**src/rtl/ctrl_pkg.sv**
```systemverilog
// Shared definitions for the hardwired control sequencer: opcodes, ALU codes,
// FSM states, IR field positions and opcode classification helpers.
package ctrl_pkg;

   localparam logic [4:0] OP_ADD  = 5'b00011;
   localparam logic [4:0] OP_SUB  = 5'b00100;
   localparam logic [4:0] OP_AND  = 5'b00101;
   localparam logic [4:0] OP_OR   = 5'b00110;
   localparam logic [4:0] OP_SHR  = 5'b00111;
   localparam logic [4:0] OP_SHL  = 5'b01000;
   localparam logic [4:0] OP_ROR  = 5'b01001;
   localparam logic [4:0] OP_ROL  = 5'b01010;
   localparam logic [4:0] OP_MUL  = 5'b01011;
   localparam logic [4:0] OP_DIV  = 5'b01100;
   localparam logic [4:0] OP_NEG  = 5'b01101;
   localparam logic [4:0] OP_NOT  = 5'b01110;
   localparam logic [4:0] OP_NOP  = 5'b11010;
   localparam logic [4:0] OP_HALT = 5'b11011;

   localparam logic [3:0] ALU_AND = 4'h0;
   localparam logic [3:0] ALU_OR  = 4'h1;
   localparam logic [3:0] ALU_ADD = 4'h2;
   localparam logic [3:0] ALU_SUB = 4'h3;
   localparam logic [3:0] ALU_SHR = 4'h4;
   localparam logic [3:0] ALU_SHL = 4'h5;
   localparam logic [3:0] ALU_ROR = 4'h6;
   localparam logic [3:0] ALU_ROL = 4'h7;
   localparam logic [3:0] ALU_MUL = 4'h8;
   localparam logic [3:0] ALU_DIV = 4'h9;
   localparam logic [3:0] ALU_NEG = 4'hA;
   localparam logic [3:0] ALU_NOT = 4'hB;

   localparam int OP_MSB = 31;
   localparam int OP_LSB = 27;
   localparam int RA_MSB = 26;
   localparam int RA_LSB = 23;
   localparam int RB_MSB = 22;
   localparam int RB_LSB = 19;
   localparam int RC_MSB = 18;
   localparam int RC_LSB = 15;

   typedef enum logic [3:0] {
      IDLE, T0, T1, T2, T3, T4, T5, T6, HALTED
   } state_t;

   // Groups opcodes by the step sequence they follow after fetch.
   typedef enum logic [2:0] {
      CL_ALU, CL_MULDIV, CL_UNARY, CL_NOP, CL_HALT, CL_ILLEGAL
   } op_class_t;

   function automatic op_class_t op_class(input logic [4:0] op);
      case (op)
         OP_ADD, OP_SUB, OP_AND, OP_OR,
         OP_SHR, OP_SHL, OP_ROR, OP_ROL: op_class = CL_ALU;
         OP_MUL, OP_DIV:                 op_class = CL_MULDIV;
         OP_NEG, OP_NOT:                 op_class = CL_UNARY;
         OP_NOP:                         op_class = CL_NOP;
         OP_HALT:                        op_class = CL_HALT;
         default:                        op_class = CL_ILLEGAL;
      endcase
   endfunction

   function automatic logic [3:0] op_to_alu(input logic [4:0] op);
      case (op)
         OP_ADD:  op_to_alu = ALU_ADD;
         OP_SUB:  op_to_alu = ALU_SUB;
         OP_AND:  op_to_alu = ALU_AND;
         OP_OR:   op_to_alu = ALU_OR;
         OP_SHR:  op_to_alu = ALU_SHR;
         OP_SHL:  op_to_alu = ALU_SHL;
         OP_ROR:  op_to_alu = ALU_ROR;
         OP_ROL:  op_to_alu = ALU_ROL;
         OP_MUL:  op_to_alu = ALU_MUL;
         OP_DIV:  op_to_alu = ALU_DIV;
         OP_NEG:  op_to_alu = ALU_NEG;
         OP_NOT:  op_to_alu = ALU_NOT;
         default: op_to_alu = ALU_AND;
      endcase
   endfunction

endpackage

```
**src/rtl/reg_decode4to16.sv**
```systemverilog
// One-hot register select decoder; all outputs low when disabled.
module reg_decode4to16 (
   input  logic        i_en,
   input  logic [3:0]  i_sel,
   output logic [15:0] o_onehot
);

   genvar gi;
   generate
      for (gi = 0; gi < 16; gi++) begin : g_dec
         assign o_onehot[gi] = i_en && (i_sel == 4'(gi));
      end
   endgenerate

endmodule

```
**src/rtl/ctrl_sequencer.sv**
```systemverilog
// Hardwired Moore control unit sequencing fetch and register-register ALU
// instructions over a single-bus datapath, one bus transfer per clock.
module ctrl_sequencer
   import ctrl_pkg::*;
#(
   parameter int WAIT_LIMIT = 16
) (
   input  logic        clk,
   input  logic        reset,
   input  logic        run,
   input  logic        mem_ready,
   input  logic [31:0] ir,
   output logic        pc_out,
   output logic        pc_in,
   output logic        inc_pc,
   output logic        mar_in,
   output logic        read,
   output logic        mdr_in,
   output logic        mdr_out,
   output logic        ir_in,
   output logic        y_in,
   output logic        z_in,
   output logic        z_low_out,
   output logic        z_high_out,
   output logic        hi_in,
   output logic        lo_in,
   output logic [15:0] gpr_in,
   output logic [15:0] gpr_out,
   output logic [3:0]  alu_op,
   output logic        halted,
   output logic        fetch_err,
   output logic        illegal_op
);

   localparam int CW = $clog2(WAIT_LIMIT + 1);

   state_t          r_state, w_next;
   logic [CW-1:0]   r_wait_cnt, w_wait_next, w_wait_inc;
   logic            r_fetch_err, w_fetch_err_next;
   logic [4:0]      w_op;
   logic [3:0]      w_ra, w_rb, w_rc, w_gout_sel;
   op_class_t       w_class;
   state_t          w_end;
   logic            w_gin_en, w_gout_en;
   logic            w_unused_ir;

   assign w_op        = ir[OP_MSB:OP_LSB];
   assign w_ra        = ir[RA_MSB:RA_LSB];
   assign w_rb        = ir[RB_MSB:RB_LSB];
   assign w_rc        = ir[RC_MSB:RC_LSB];
   assign w_unused_ir = ^ir[RC_LSB-1:0];
   assign w_class     = op_class(w_op);
   assign w_wait_inc  = r_wait_cnt + CW'(1);
   assign w_end       = run ? T0 : IDLE;
   assign fetch_err   = r_fetch_err;

   always_ff @(posedge clk or posedge reset) begin
      if (reset) begin
         r_state     <= IDLE;
         r_wait_cnt  <= '0;
         r_fetch_err <= 1'b0;
      end else begin
         r_state     <= w_next;
         r_wait_cnt  <= w_wait_next;
         r_fetch_err <= w_fetch_err_next;
      end
   end

   always_comb begin
      w_next           = r_state;
      w_wait_next      = r_wait_cnt;
      w_fetch_err_next = r_fetch_err;
      pc_out     = 1'b0;
      pc_in      = 1'b0;
      inc_pc     = 1'b0;
      mar_in     = 1'b0;
      read       = 1'b0;
      mdr_in     = 1'b0;
      mdr_out    = 1'b0;
      ir_in      = 1'b0;
      y_in       = 1'b0;
      z_in       = 1'b0;
      z_low_out  = 1'b0;
      z_high_out = 1'b0;
      hi_in      = 1'b0;
      lo_in      = 1'b0;
      alu_op     = ALU_AND;
      halted     = 1'b0;
      illegal_op = 1'b0;
      w_gin_en   = 1'b0;
      w_gout_en  = 1'b0;
      w_gout_sel = w_rb;

      case (r_state)
         IDLE: if (run) w_next = T0;
         T0: begin
            pc_out = 1'b1;
            mar_in = 1'b1;
            inc_pc = 1'b1;
            z_in   = 1'b1;
            alu_op = ALU_ADD;
            w_next = T1;
         end
         T1: begin
            z_low_out = 1'b1;
            pc_in     = 1'b1;
            read      = 1'b1;
            mdr_in    = 1'b1;
            if (mem_ready) begin
               w_next = T2;
            end else begin
               w_wait_next = w_wait_inc;
               if (w_wait_inc == CW'(WAIT_LIMIT)) begin
                  w_next           = HALTED;
                  w_fetch_err_next = 1'b1;
               end
            end
         end
         T2: begin
            mdr_out = 1'b1;
            ir_in   = 1'b1;
            w_next  = T3;
         end
         T3: begin
            case (w_class)
               CL_ALU, CL_MULDIV: begin
                  w_gout_en = 1'b1;
                  y_in      = 1'b1;
                  w_next    = T4;
               end
               CL_UNARY: begin
                  w_gout_en = 1'b1;
                  z_in      = 1'b1;
                  alu_op    = op_to_alu(w_op);
                  w_next    = T4;
               end
               CL_HALT: w_next = HALTED;
               CL_ILLEGAL: begin
                  illegal_op = 1'b1;
                  w_next     = w_end;
               end
               default: w_next = w_end;
            endcase
         end
         T4: begin
            if (w_class == CL_UNARY) begin
               z_low_out = 1'b1;
               w_gin_en  = 1'b1;
               w_next    = w_end;
            end else begin
               w_gout_en  = 1'b1;
               w_gout_sel = w_rc;
               z_in       = 1'b1;
               alu_op     = op_to_alu(w_op);
               w_next     = T5;
            end
         end
         T5: begin
            z_low_out = 1'b1;
            if (w_class == CL_MULDIV) begin
               lo_in  = 1'b1;
               w_next = T6;
            end else begin
               w_gin_en = 1'b1;
               w_next   = w_end;
            end
         end
         T6: begin
            z_high_out = 1'b1;
            hi_in      = 1'b1;
            w_next     = w_end;
         end
         HALTED: halted = 1'b1;
         default: w_next = IDLE;
      endcase

      // Every fetch starts with a fresh memory wait budget.
      if (w_next == T0) w_wait_next = '0;
   end

   reg_decode4to16 u_dec_gpr_in (
      .i_en     (w_gin_en),
      .i_sel    (w_ra),
      .o_onehot (gpr_in)
   );

   reg_decode4to16 u_dec_gpr_out (
      .i_en     (w_gout_en),
      .i_sel    (w_gout_sel),
      .o_onehot (gpr_out)
   );

endmodule

```
**config.mk**
```make
export PLATFORM = sky130hd
export DESIGN_NAME = ctrl_sequencer
export DESIGN_NICKNAME = d
export VERILOG_FILES = /design/src/rtl/ctrl_pkg.sv /design/src/rtl/reg_decode4to16.sv /design/src/rtl/ctrl_sequencer.sv
export SDC_FILE = /design/constraint.sdc
export NUM_CORES = 1
export LEC_CHECK = 0
export ABC_AREA = 1
export CORE_MARGIN = 2
export CORE_UTILIZATION = 33
export DETAILED_ROUTE_END_ITERATION = 8
export GPL_TIMING_DRIVEN = 0
export PLACE_DENSITY = 0.77
export RECOVER_POWER = 50
export SLEW_MARGIN = 10
export SYNTH_ARGS = -nofsm -noshare
export SYNTH_HDL_FRONTEND = slang
export SYNTH_SLANG_ARGS = --single-unit
export TNS_END_PERCENT = 10
```
**constraint.sdc**
```tcl
create_clock -name clk -period 1.6 [get_ports clk]
set_input_delay 0.16 -clock clk [delete_from_list [all_inputs] [get_ports clk]]
set_output_delay 0.16 -clock clk [all_outputs]
set_load 0.01 [all_outputs]
```
* After elaboration in Yosys (flattened, before gate mapping) *
Memories as Yosys holds them, arrays and structs flattened.
Cells that the tools add are included.

storage, ports and cells
  register bits = 10
  bits in read-only memories = 224
  input port bits = 36
  output and inout port bits = 53
  memories = 3

cells by class
  add/sub/neg operators = 1
  eq/ne operators = 45
  mux-type cells = 37
  bitwise logic cells = 1
  reduce and logical (&&, ||, !) cells = 42

memories
  name              depth  bits a word  read ports  clocked after memory_dff  write ports  line            RTL
  (name not given)  32     3            1           0                         0            ctrl_pkg.sv:52  case (op)
  (name not given)  16     4            1           0                         0            ctrl_pkg.sv:64  case (op)
  (name not given)  16     4            1           0                         0            ctrl_pkg.sv:64

operator list
  operator                                                          count
  4-bit == test (second input constant)                             17
  4-bit by 3-bit == test with 1-bit output (second input constant)  12
  4-bit two-way mux                                                 9
  4-bit one-hot mux with 9 select lines                             1
  1-bit logical AND                                                 32
  4-bit by 2-bit == test with 1-bit output (second input constant)  6
  4-bit by 1-bit == test with 1-bit output (second input constant)  4
  1-bit two-way mux                                                 16
  5-bit two-way mux                                                 3
  4-bit logical NOT                                                 3
  4-bit one-hot mux with 3 select lines                             1
  4-bit one-hot mux with 2 select lines                             1
  3-bit == test (second input constant)                             2
  3-bit two-way mux                                                 2
  1-bit one-hot mux with 2 select lines                             3
  5-bit by 1-bit adder with 5-bit output (second input constant)    1
  5-bit == test (second input constant)                             1
  2-bit OR reduction                                                2
  3-bit by 1-bit == test with 1-bit output (second input constant)  1
  3-bit by 2-bit == test with 1-bit output (second input constant)  1
  3-bit logical NOT                                                 1
  1-bit one-hot mux with 3 select lines                             1
  3-bit AND reduction                                               1
  3-bit OR reduction                                                1
  4 further kinds                                                   4

* Depth between registers and ports, before layout *
  depth after elaboration = 8
  mapped depth = 14

* Hierarchy *
Synthesis repeated with hierarchy kept, for this count alone.

unflattened totals
  cell total of the unflattened synthesis = 233
  area total of the unflattened synthesis = 1397.6 µm²

by module, submodules not included
  module           instances  cells each  area an instance (µm²)  seq. area each (µm²)
  ctrl_sequencer   1          169         1144.8                  250.2
  reg_decode4to16  2          32          126.4                   0.0

* Worst setup path before layout *
OpenSTA, ideal clock, no wires.

  kind = input -> output
  from = in ir[27]
  to = out gpr_out[12]
  arrival = 1.540 ns
  required time = 1.440 ns
  slack = -0.100 ns
  stages = 13
  buffers on the path = 0
  cells stage by stage = inv_1 ha_1 nand2_1 o21ai_1 nand2_1 nand2_1 nor2_4 nor2_2 nor2_1 nand2_1 nand2_1 nand2_1 nor2_1

on the way
  word-level cells in the longest chain between the ends = 6
  elaborated cells on any way between the ends = 12

RTL lines
  element                                                                          line                                          RTL
  start, declared                                                                  ctrl_sequencer.sv:12                          input logic [31:0] ir,
  memory 32 x 3 bit *                                                              --
  3-bit by 2-bit == test with 1-bit output, or another cell as far along           ctrl_sequencer.sv:125, ctrl_sequencer.sv:146
  3-bit OR reduction (no source line) / 4-bit two-way mux (equally long branches)  --
  1-bit two-way mux / 4-bit two-way mux (equally long branches)                    ctrl_sequencer.sv:125, ctrl_sequencer.sv:94
  1-bit one-hot mux with 2 select lines / 4-bit == test (equally long branches)    ctrl_sequencer.sv:94, reg_decode4to16.sv:11
  1-bit logical AND *                                                              reg_decode4to16.sv:11                         assign o_onehot[gi] = i_en && (i_sel == 4'(gi));
  end, declared                                                                    ctrl_sequencer.sv:28                          output logic [15:0] gpr_out,

Mark *: on every way between the ends. The rest lies on a longest branch, timed or not.

* Final worst setup path *
  from = reg r_state[3]
  to = out gpr_in[10]

on the way
  word-level cells in the longest chain between the ends = 3
  elaborated cells on any way between the ends = 4

RTL lines
  element                                   line                   RTL
  start, declared                           ctrl_sequencer.sv:37   state_t r_state, w_next;
  start signal, assigned                    ctrl_sequencer.sv:63   r_state <= w_next;
  4-bit by 3-bit == test with 1-bit output  ctrl_sequencer.sv:94   case (r_state)
  1-bit one-hot mux with 2 select lines *   ctrl_sequencer.sv:94
  1-bit logical AND *                       reg_decode4to16.sv:11
  end, declared                             ctrl_sequencer.sv:27   output logic [15:0] gpr_in,

Marks and branches as above.

==> results.yml <==
outcome:
  status: "finished, violations left"
  violations: "negative setup slack"
setup_path:
  setup.worst_path.end_class: "output pin"
  timing.critical_path.from_type: "flop"
  cp_max_fo: 4
  worst-endpoint-required_ns: 1.44
  timing.critical_path.arrival_ns: 1.98
  cp_cell_sequence: "inv_2 > nand2_4 > nor3_4 > buf_6 > nand2_4 > a22oi_4 > buf_6 > buf_6 > nand3_4 > nor2_1 > buf_2"
  timing.critical_path.mode_cell: "sky130_fd_sc_hd__buf_6"
  critPathMaxStageDelay_ns: 0.38
  crit_type: "flop to output pin"
  critical-path-slowest-cell: "sky130_fd_sc_hd__dfrtp_1"
synth:
  yosys_most_used_dff: "sky130_fd_sc_hd__dfrtp_1"
  count_of_flip_flops_with_a_built_in_enable_after_synthesis: 0
  synthesis.nets: 276
  asyncSetResetFlopFracSynth_pct: 100
  synth_sequential_area_ratio_pct: 18.0
  ys_seq_elements: 10
  synth.cell_area_um2: 1390
  synthesized_instance_count: 235
  synth_area_per_cell_um2: 5.90
  synth-warning-count: 0
  netlist-cell-type-count: 31
clocking:
  path_clk_slew_ns: 0.05
  cts-buffers-inserted: 3
  clock_tree_from_tritoncts: "built"
  cts_root_buffer: "sky130_fd_sc_hd__clkbuf_8"
  clk_latency_worst_skew_pair_ns: 0.24
  clock_sinks: 10
  clock_tree.htree_level_count: 1
  clk_path_buf_depth: 2
  ctsHoldBuffers: 0
route:
  drt_wl_cell_um: 12.4
  drcViolationCount: 0
  drt-initial-drc-count: 77
  final_antenna_net_count: 0
  detailedRoute.firstPassIterationCount: 4
  viasPerCell: 4.79
  routed_wirelength_mm: 4.67
  detailroute.via_count: 1800
placed_design:
  dpl.hpwl_mm: 3.37
  setup_slack_placement_ns: -1.40
  port_buffers: 71
  postPlaceCellArea_um2: 2230
  routabilityCongestion: 0.854
pwr:
  post-layout-total-power_mw: 2.35
  static-leakage-power_nw: 1.30
  share_clk_of_total_power_pct: 13.3
  power.net_switching_mw: 1.13
  powerDensity_nw_per_um2: 953
  netSwitchingFraction_pct: 48.2
  seq_power_share_pct: 18.1
  peakVddDrop_uv: 809
  power_frac_comb_pct: 68.6
  power_report.internal_total_mw: 1.22
floorplan:
  dieArea_um2: 4740
  initial_core_utilization_pct: 34.4
  placeable_core_area_um2: 4030
  io-pin-count: 89
  die_x_um: 68.8
  die_h_um: 68.8
  std_cell_rows: 23
global_routing:
  gr-total-overflow: 0
  grt_pass1_wl_mm: 7.02
  grt_start_max_net_pins: 11
  grt_antenna_before_repair: 0
  total_routing_usage_reported_by_global_routing_pct: 19.4
  number_of_global_route_vias_before_repair: 1612
timing:
  grt_setup_unrepaired: "true"
  pin_slew_with_the_least_headroom_to_its_limit_ns: 0.366
  number_of_setup_violations_in_the_final_report: 50
  maxSlewViolCount: 0
  final_hold_viol_count: 0
  clock.fmax_ghz: 0.467
  setup_slack_ns: -0.541
  timing.slew.headroom_pct: 75.6
  layout_worst_path_cycle_share_pct: 134
  post-route-min-period_ns: 2.14
  timing.clock.skew_ns: 0.00296
layout:
  filler_cell_count: 387
  fin_area_um2: 2460
  nets: 368
  diodes: 0
  layout-drive-gt1-share_pct: 49.1
  area_growth_syn_to_layout_pct: 77.5
job:
  max_cap_violations: 0
min_path:
  hold_class: "primary input to asynchronous set/reset pin"
[routing by layer]
layer	GRT usage, %	wire, um	part of all wire, %	up-vias
met5	0	0	0	-
met1	21.6	1800	39	832
met4	6.13	43	0.92	0
met2	37.9	2530	54	51
met3	2.27	294	6.3	3
li1	-	-	-	914
[layout make-up]
type / count / area [um2] / area share [%]
Buffer: 8 / 57.6 / 2.34
Clock buffer: 4 / 55.1 / 2.23
Inverter: 42 / 175 / 7.11
Multi-Input combinational cell: 176 / 1200 / 48.6
Sequential cell: 10 / 251 / 10.2
Tap cell: 50 / 62.6 / 2.54
Timing Repair Buffer: 86 / 666 / 27.0
[power by group through the flow]
stage | Clock, mW | Sequential (mW) | Combinational (mW)
2_1_floorplan | 0 | 0.386 | 0.848
3_3_place_gp | 0 | 0.397 | 1.35
3_5_place_dp | 0 | 0.399 | 1.37
4_1_cts | 0.325 | 0.409 | 1.52
5_1_grt | 0.333 | 0.439 | 1.75
6_report | 0.313 | 0.425 | 1.61
[cell families after synthesis]
kind of cell               count (synthesis)  synth area share [%]
adders and majority gates                  5                  4.51
muxes                                      1                 0.721
buffers and inverters                     50                  15.5
DFF                                       10                  18.0
and+or+nand+nor                          144                  49.0
xor gates and xnor gates                   2                  1.26
AOI/OAI and AO/OA                         23                  11.0
[final timing paths]
check | startpoint | end | slack, ns | cells after the start
min in group clk | fetch_err | fetch_err | 0.47 | 2
worst max-delay path | r_state[3] | gpr_in[10] | -0.54 | 11
worst min register to register | fetch_err | fetch_err | 0.47 | 2
worst min-delay path | reset | r_state[0] | 0.33 | 2
worst max register to register | r_state[1] | r_wait_cnt[4] | -0.13 | 12
max in group asynchronous | reset | r_state[1] | 0.99 | 2
[cells in the mapped netlist (2+ instances only)]
cell type / count / area, um2
sky130_fd_sc_hd__nand3_1: 12 / 60.1
sky130_fd_sc_hd__nand4_1: 6 / 37.5
sky130_fd_sc_hd__nand2_2: 6 / 37.5
sky130_fd_sc_hd__ha_1: 5 / 62.6
sky130_fd_sc_hd__o21ai_2: 2 / 17.5
sky130_fd_sc_hd__nor2_2: 2 / 12.5
sky130_fd_sc_hd__buf_4: 7 / 52.6
sky130_fd_sc_hd__a21oi_1: 8 / 40.0
sky130_fd_sc_hd__nand2_1: 50 / 188
sky130_fd_sc_hd__nor2_4: 2 / 22.5
sky130_fd_sc_hd__inv_1: 37 / 139
sky130_fd_sc_hd__xor2_1: 2 / 17.5
sky130_fd_sc_hd__o21ai_0: 6 / 30.0
sky130_fd_sc_hd__dfrtp_1: 10 / 250
sky130_fd_sc_hd__nor2_1: 50 / 188
sky130_fd_sc_hd__nand3_2: 8 / 80.1
sky130_fd_sc_hd__inv_2: 5 / 18.8
sky130_fd_sc_hd__nor3_1: 4 / 20.0
[stage by stage]
step	instances	hold slack, ns	TNS, ns	util (%)
floorplan	235	0.000178	-0.644	-
global placement	356	0.450	-58.56	55.2
detailed placement	356	0.458	-59.84	55.2
CTS	375	0.195	-19.23	60.2
global route	376	0.391	-23.03	61.1
finish	376	0.326	-17.90	61.1
[worst max-delay path: cells and delay by family, from the launching register on]
kind            cells  cell delay (ns)
buf+inv             5             0.60
simple gates        5             0.57
flops               1             0.38
compound gates      1             0.18
[what timing repair did]
item,in CTS,in global routing
buffers inserted,14,1
gates cloned,1,0
gates resized for setup,198,60
setup endpoints to repair,61,56
pin swaps,20,17
[layout by cell type (no fill, tap or decap), types with 10 or more instances in the layout]
master / n
sky130_fd_sc_hd__nor2_2: 12
sky130_fd_sc_hd__buf_2: 34
sky130_fd_sc_hd__buf_4: 17
sky130_fd_sc_hd__inv_2: 12
sky130_fd_sc_hd__buf_6: 10
sky130_fd_sc_hd__nand2_1: 36
sky130_fd_sc_hd__nor2_1: 35
sky130_fd_sc_hd__nand2_2: 18
sky130_fd_sc_hd__clkdlybuf4s50_1: 19
sky130_fd_sc_hd__inv_1: 27
[flip-flops by register name, summed over array words and instances, names as in the netlist]
| name | flops |
|---|---|
| r_wait_cnt | 5 |
| r_state | 4 |
| fetch_err | 1 |
Note: power is estimated with default switching activity, not from simulation.
==> edit, RTL diff (config.mk and constraints unchanged) <==
Encoding of `state_t`: now one-hot (9 bits for 9 states).
--- a/src/rtl/ctrl_pkg.sv
+++ b/src/rtl/ctrl_pkg.sv
@@ -39,8 +39,8 @@
    localparam int RC_MSB = 18;
    localparam int RC_LSB = 15;
 
-   typedef enum logic [3:0] {
-      IDLE, T0, T1, T2, T3, T4, T5, T6, HALTED
+   typedef enum logic [8:0] {
+      IDLE = 9'b000000001, T0 = 9'b000000010, T1 = 9'b000000100, T2 = 9'b000001000, T3 = 9'b000010000, T4 = 9'b000100000, T5 = 9'b001000000, T6 = 9'b010000000, HALTED = 9'b100000000
    } state_t;
 
    // Groups opcodes by the step sequence they follow after fetch.
Check against the original RTL: same outputs for any inputs over 10 cycles, from zero or initial values and one cycle with reset high; not proved beyond that.
==> edit against the original RTL <==
- the flow still finishes with violations (negative setup slack)
- count of clock-buffer cells in the layout is 1 lower
- design area rose by 10%
- cell count grew 6.9%
- utilization fell by 4.3 points
- sequential share of layout area grew 3.7 points
- synthesized area rose by 19%
- sequential cell count is 5 higher
- power shrank 26%
- routed wire length rose by 5.8%
- setup slack got worse by 0.083 ns
- critical path type unchanged
- largest cell class unchanged
==> edit: results (changes against the original RTL) <==
The flow ran to the end, but the final reports show violations. The checks that failed: negative setup slack. The count of synthesis-stage warnings from yosys was 0 (unchanged); the cell count after synthesis was 246 (+4.7%).

Among all stages on the critical path, the largest delay is contributed by sky130_fd_sc_hd__dfstp_2. The placed standard-cell area is 2440 um^2 (+9.7%), and the count of antenna diodes in the layout is 0 (unchanged). The count of input and output buffers works out to 70 (-1.4%). For the wire length of the first global-routing pass, the log shows 7.47 mm (+6.3%).

The number of maximum-capacitance constraint violations was 0 (unchanged); the minimum setup slack in the final design was -0.623 ns (-0.0827 ns). The distinct cell type count of the synthesized netlist is 34 (+9.7%), and the worst stage delay on the critical path is 0.40 ns (+0.02 ns). The number of flip-flops in the largest register was 9 (+4); the global routing usage summed across all routing layers was 17.2% (-2.2 points). The tools report the synthesized net count as 287 (+4.0%). Counting instances in the post-synthesis netlist gives the leading cell types as sky130_fd_sc_hd__nor2_1, sky130_fd_sc_hd__nand2_1, sky130_fd_sc_hd__inv_1.

The total vias in the final route came out at 1,873 (+4.1%). Count of endpoints failing setup in the final report: 55 (+10%). Among cell families on the critical path, the largest total delay comes from simple AND/OR/NAND/NOR gates. The logs give 0.00100 ns (-0.00195 ns) for the worst-case clock skew and 2 (unchanged) for the maximum buffer depth of the clock tree. The run gives 199 (+0.51%) as the count of instances resized after the clock tree is built.

The critical path arrival is 2.06 ns (+0.08 ns). The run gives 0 (unchanged) as the number of antenna violations at the first check in global routing. Worst min-delay path class: in -> async. The half-perimeter wire length after placement was 3.58 mm (+6.1%); the clock input transition at the sequential cells of the worst setup and hold paths was 0.06 ns. The largest net degree at the start of global routing was 16 (+5). The weighted congestion at the end of routability-driven global placement was 0.806 (-5.5%). Yosys attributes the largest share of cell area to sky130_fd_sc_hd__dfrtp_1, sky130_fd_sc_hd__nor2_1, sky130_fd_sc_hd__nand2_1, sky130_fd_sc_hd__inv_1, sky130_fd_sc_hd__nand3_1. The iteration-0 DRC count of the detailed router is 40 (-48%). The fraction of layout instances using a drive strength above 1 was 45.7% (-3.4 points); the number of buffers inserted to repair setup after CTS was 12 (-2). The register ranked first by flip-flop count was r_state. The via count of the first global-routing pass came out at 1,719 (+6.6%). The tools report the total routed wirelength as 4.94 mm (+5.8%). The most common flop cell mapped by yosys was sky130_fd_sc_hd__dfrtp_1. The number of vias per cell after detailed routing is 4.66 (-2.7%), and the maximum ir drop on the vdd rail is 0.332 mV (-59%). The highest fanout seen on the critical path came out at 8 (+4). The tools report the total leakage power as 1.33 nW (+2.5%). Number of buffers created by CTS: 3 (unchanged). Fraction of registers with async set/reset: 100% (unchanged).

The worst slew slack as a fraction of its limit was 61.5% (-14 points). Count of TritonRoute iterations in the first routing pass: 6 (+2). The sequential fraction of the synthesis area is 22.8% (+4.8 points), and the post-placement cell count is 383 (+7.6%).
[edit: path summary, 6_finish.rpt]
kind	startpoint	to	slack [ns]	cells past startpoint
max	r_state[0]	gpr_out[8]	-0.62	8
min	reset	fetch_err	0.41	2
max reg2reg	r_state[0]	r_wait_cnt[4]	-0.15	10
min reg2reg	fetch_err	fetch_err	0.46	1
max in group asynchronous	reset	r_state[2]	0.78	2
min in group clk	ir[31]	r_state[7]	0.45	6
[edit: cells by family (layout without fill, tap and decap cells)]
group                      count (synthesis)  in the layout  share of synthesized area, %
AOI/OAI and AO/OA                         19             19                          8.26
and+or+nand+nor                          154            154                          49.4
DFF                                       15             15                          22.8
xor gates and xnor gates                   4              4                          2.12
adders and majority gates                  5              5                          3.79
buffers and inverters                     49            138                          13.6
[edit: final cells by class]
class                      instances  area, um^2
fill                             463        2070
multi-input combinational        182        1330
timing repair buffer              85         652
sequential                        15         378
inverter                          40         155
tap                               67        83.8
buffer                             9        75.1
clock buffer                       3        41.3
clock inverter                     1        5.00
[edit: layer usage]
layer  up-vias  global-route usage [%]  part of all wire, %  wire, um
li1        962                       -                    -         -
met1       860                    19.2                   40      1990
met2        47                    33.5                   53      2630
met3         4                    2.01                  5.6       276
met4         0                    5.36                  1.1        53
met5         -                       0                    0         0
[edit: where the power goes]
group | switching [mW] | internal [mW]
logic | 0.534 | 0.410
registers | 0.0574 | 0.436
clock network | 0.135 | 0.172
total | 0.727 | 1.02
[edit: metrics by stage]
step                TNS (ns)  setup slack, ns  hold slack (ns)
global placement      -54.02            -1.21            0.442
detailed placement    -55.46            -1.24            0.444
finish                -23.03           -0.623            0.409
CTS                   -24.90           -0.622            0.295
floorplan              -2.72          -0.0914           0.0608
global route          -29.68           -0.750            0.485
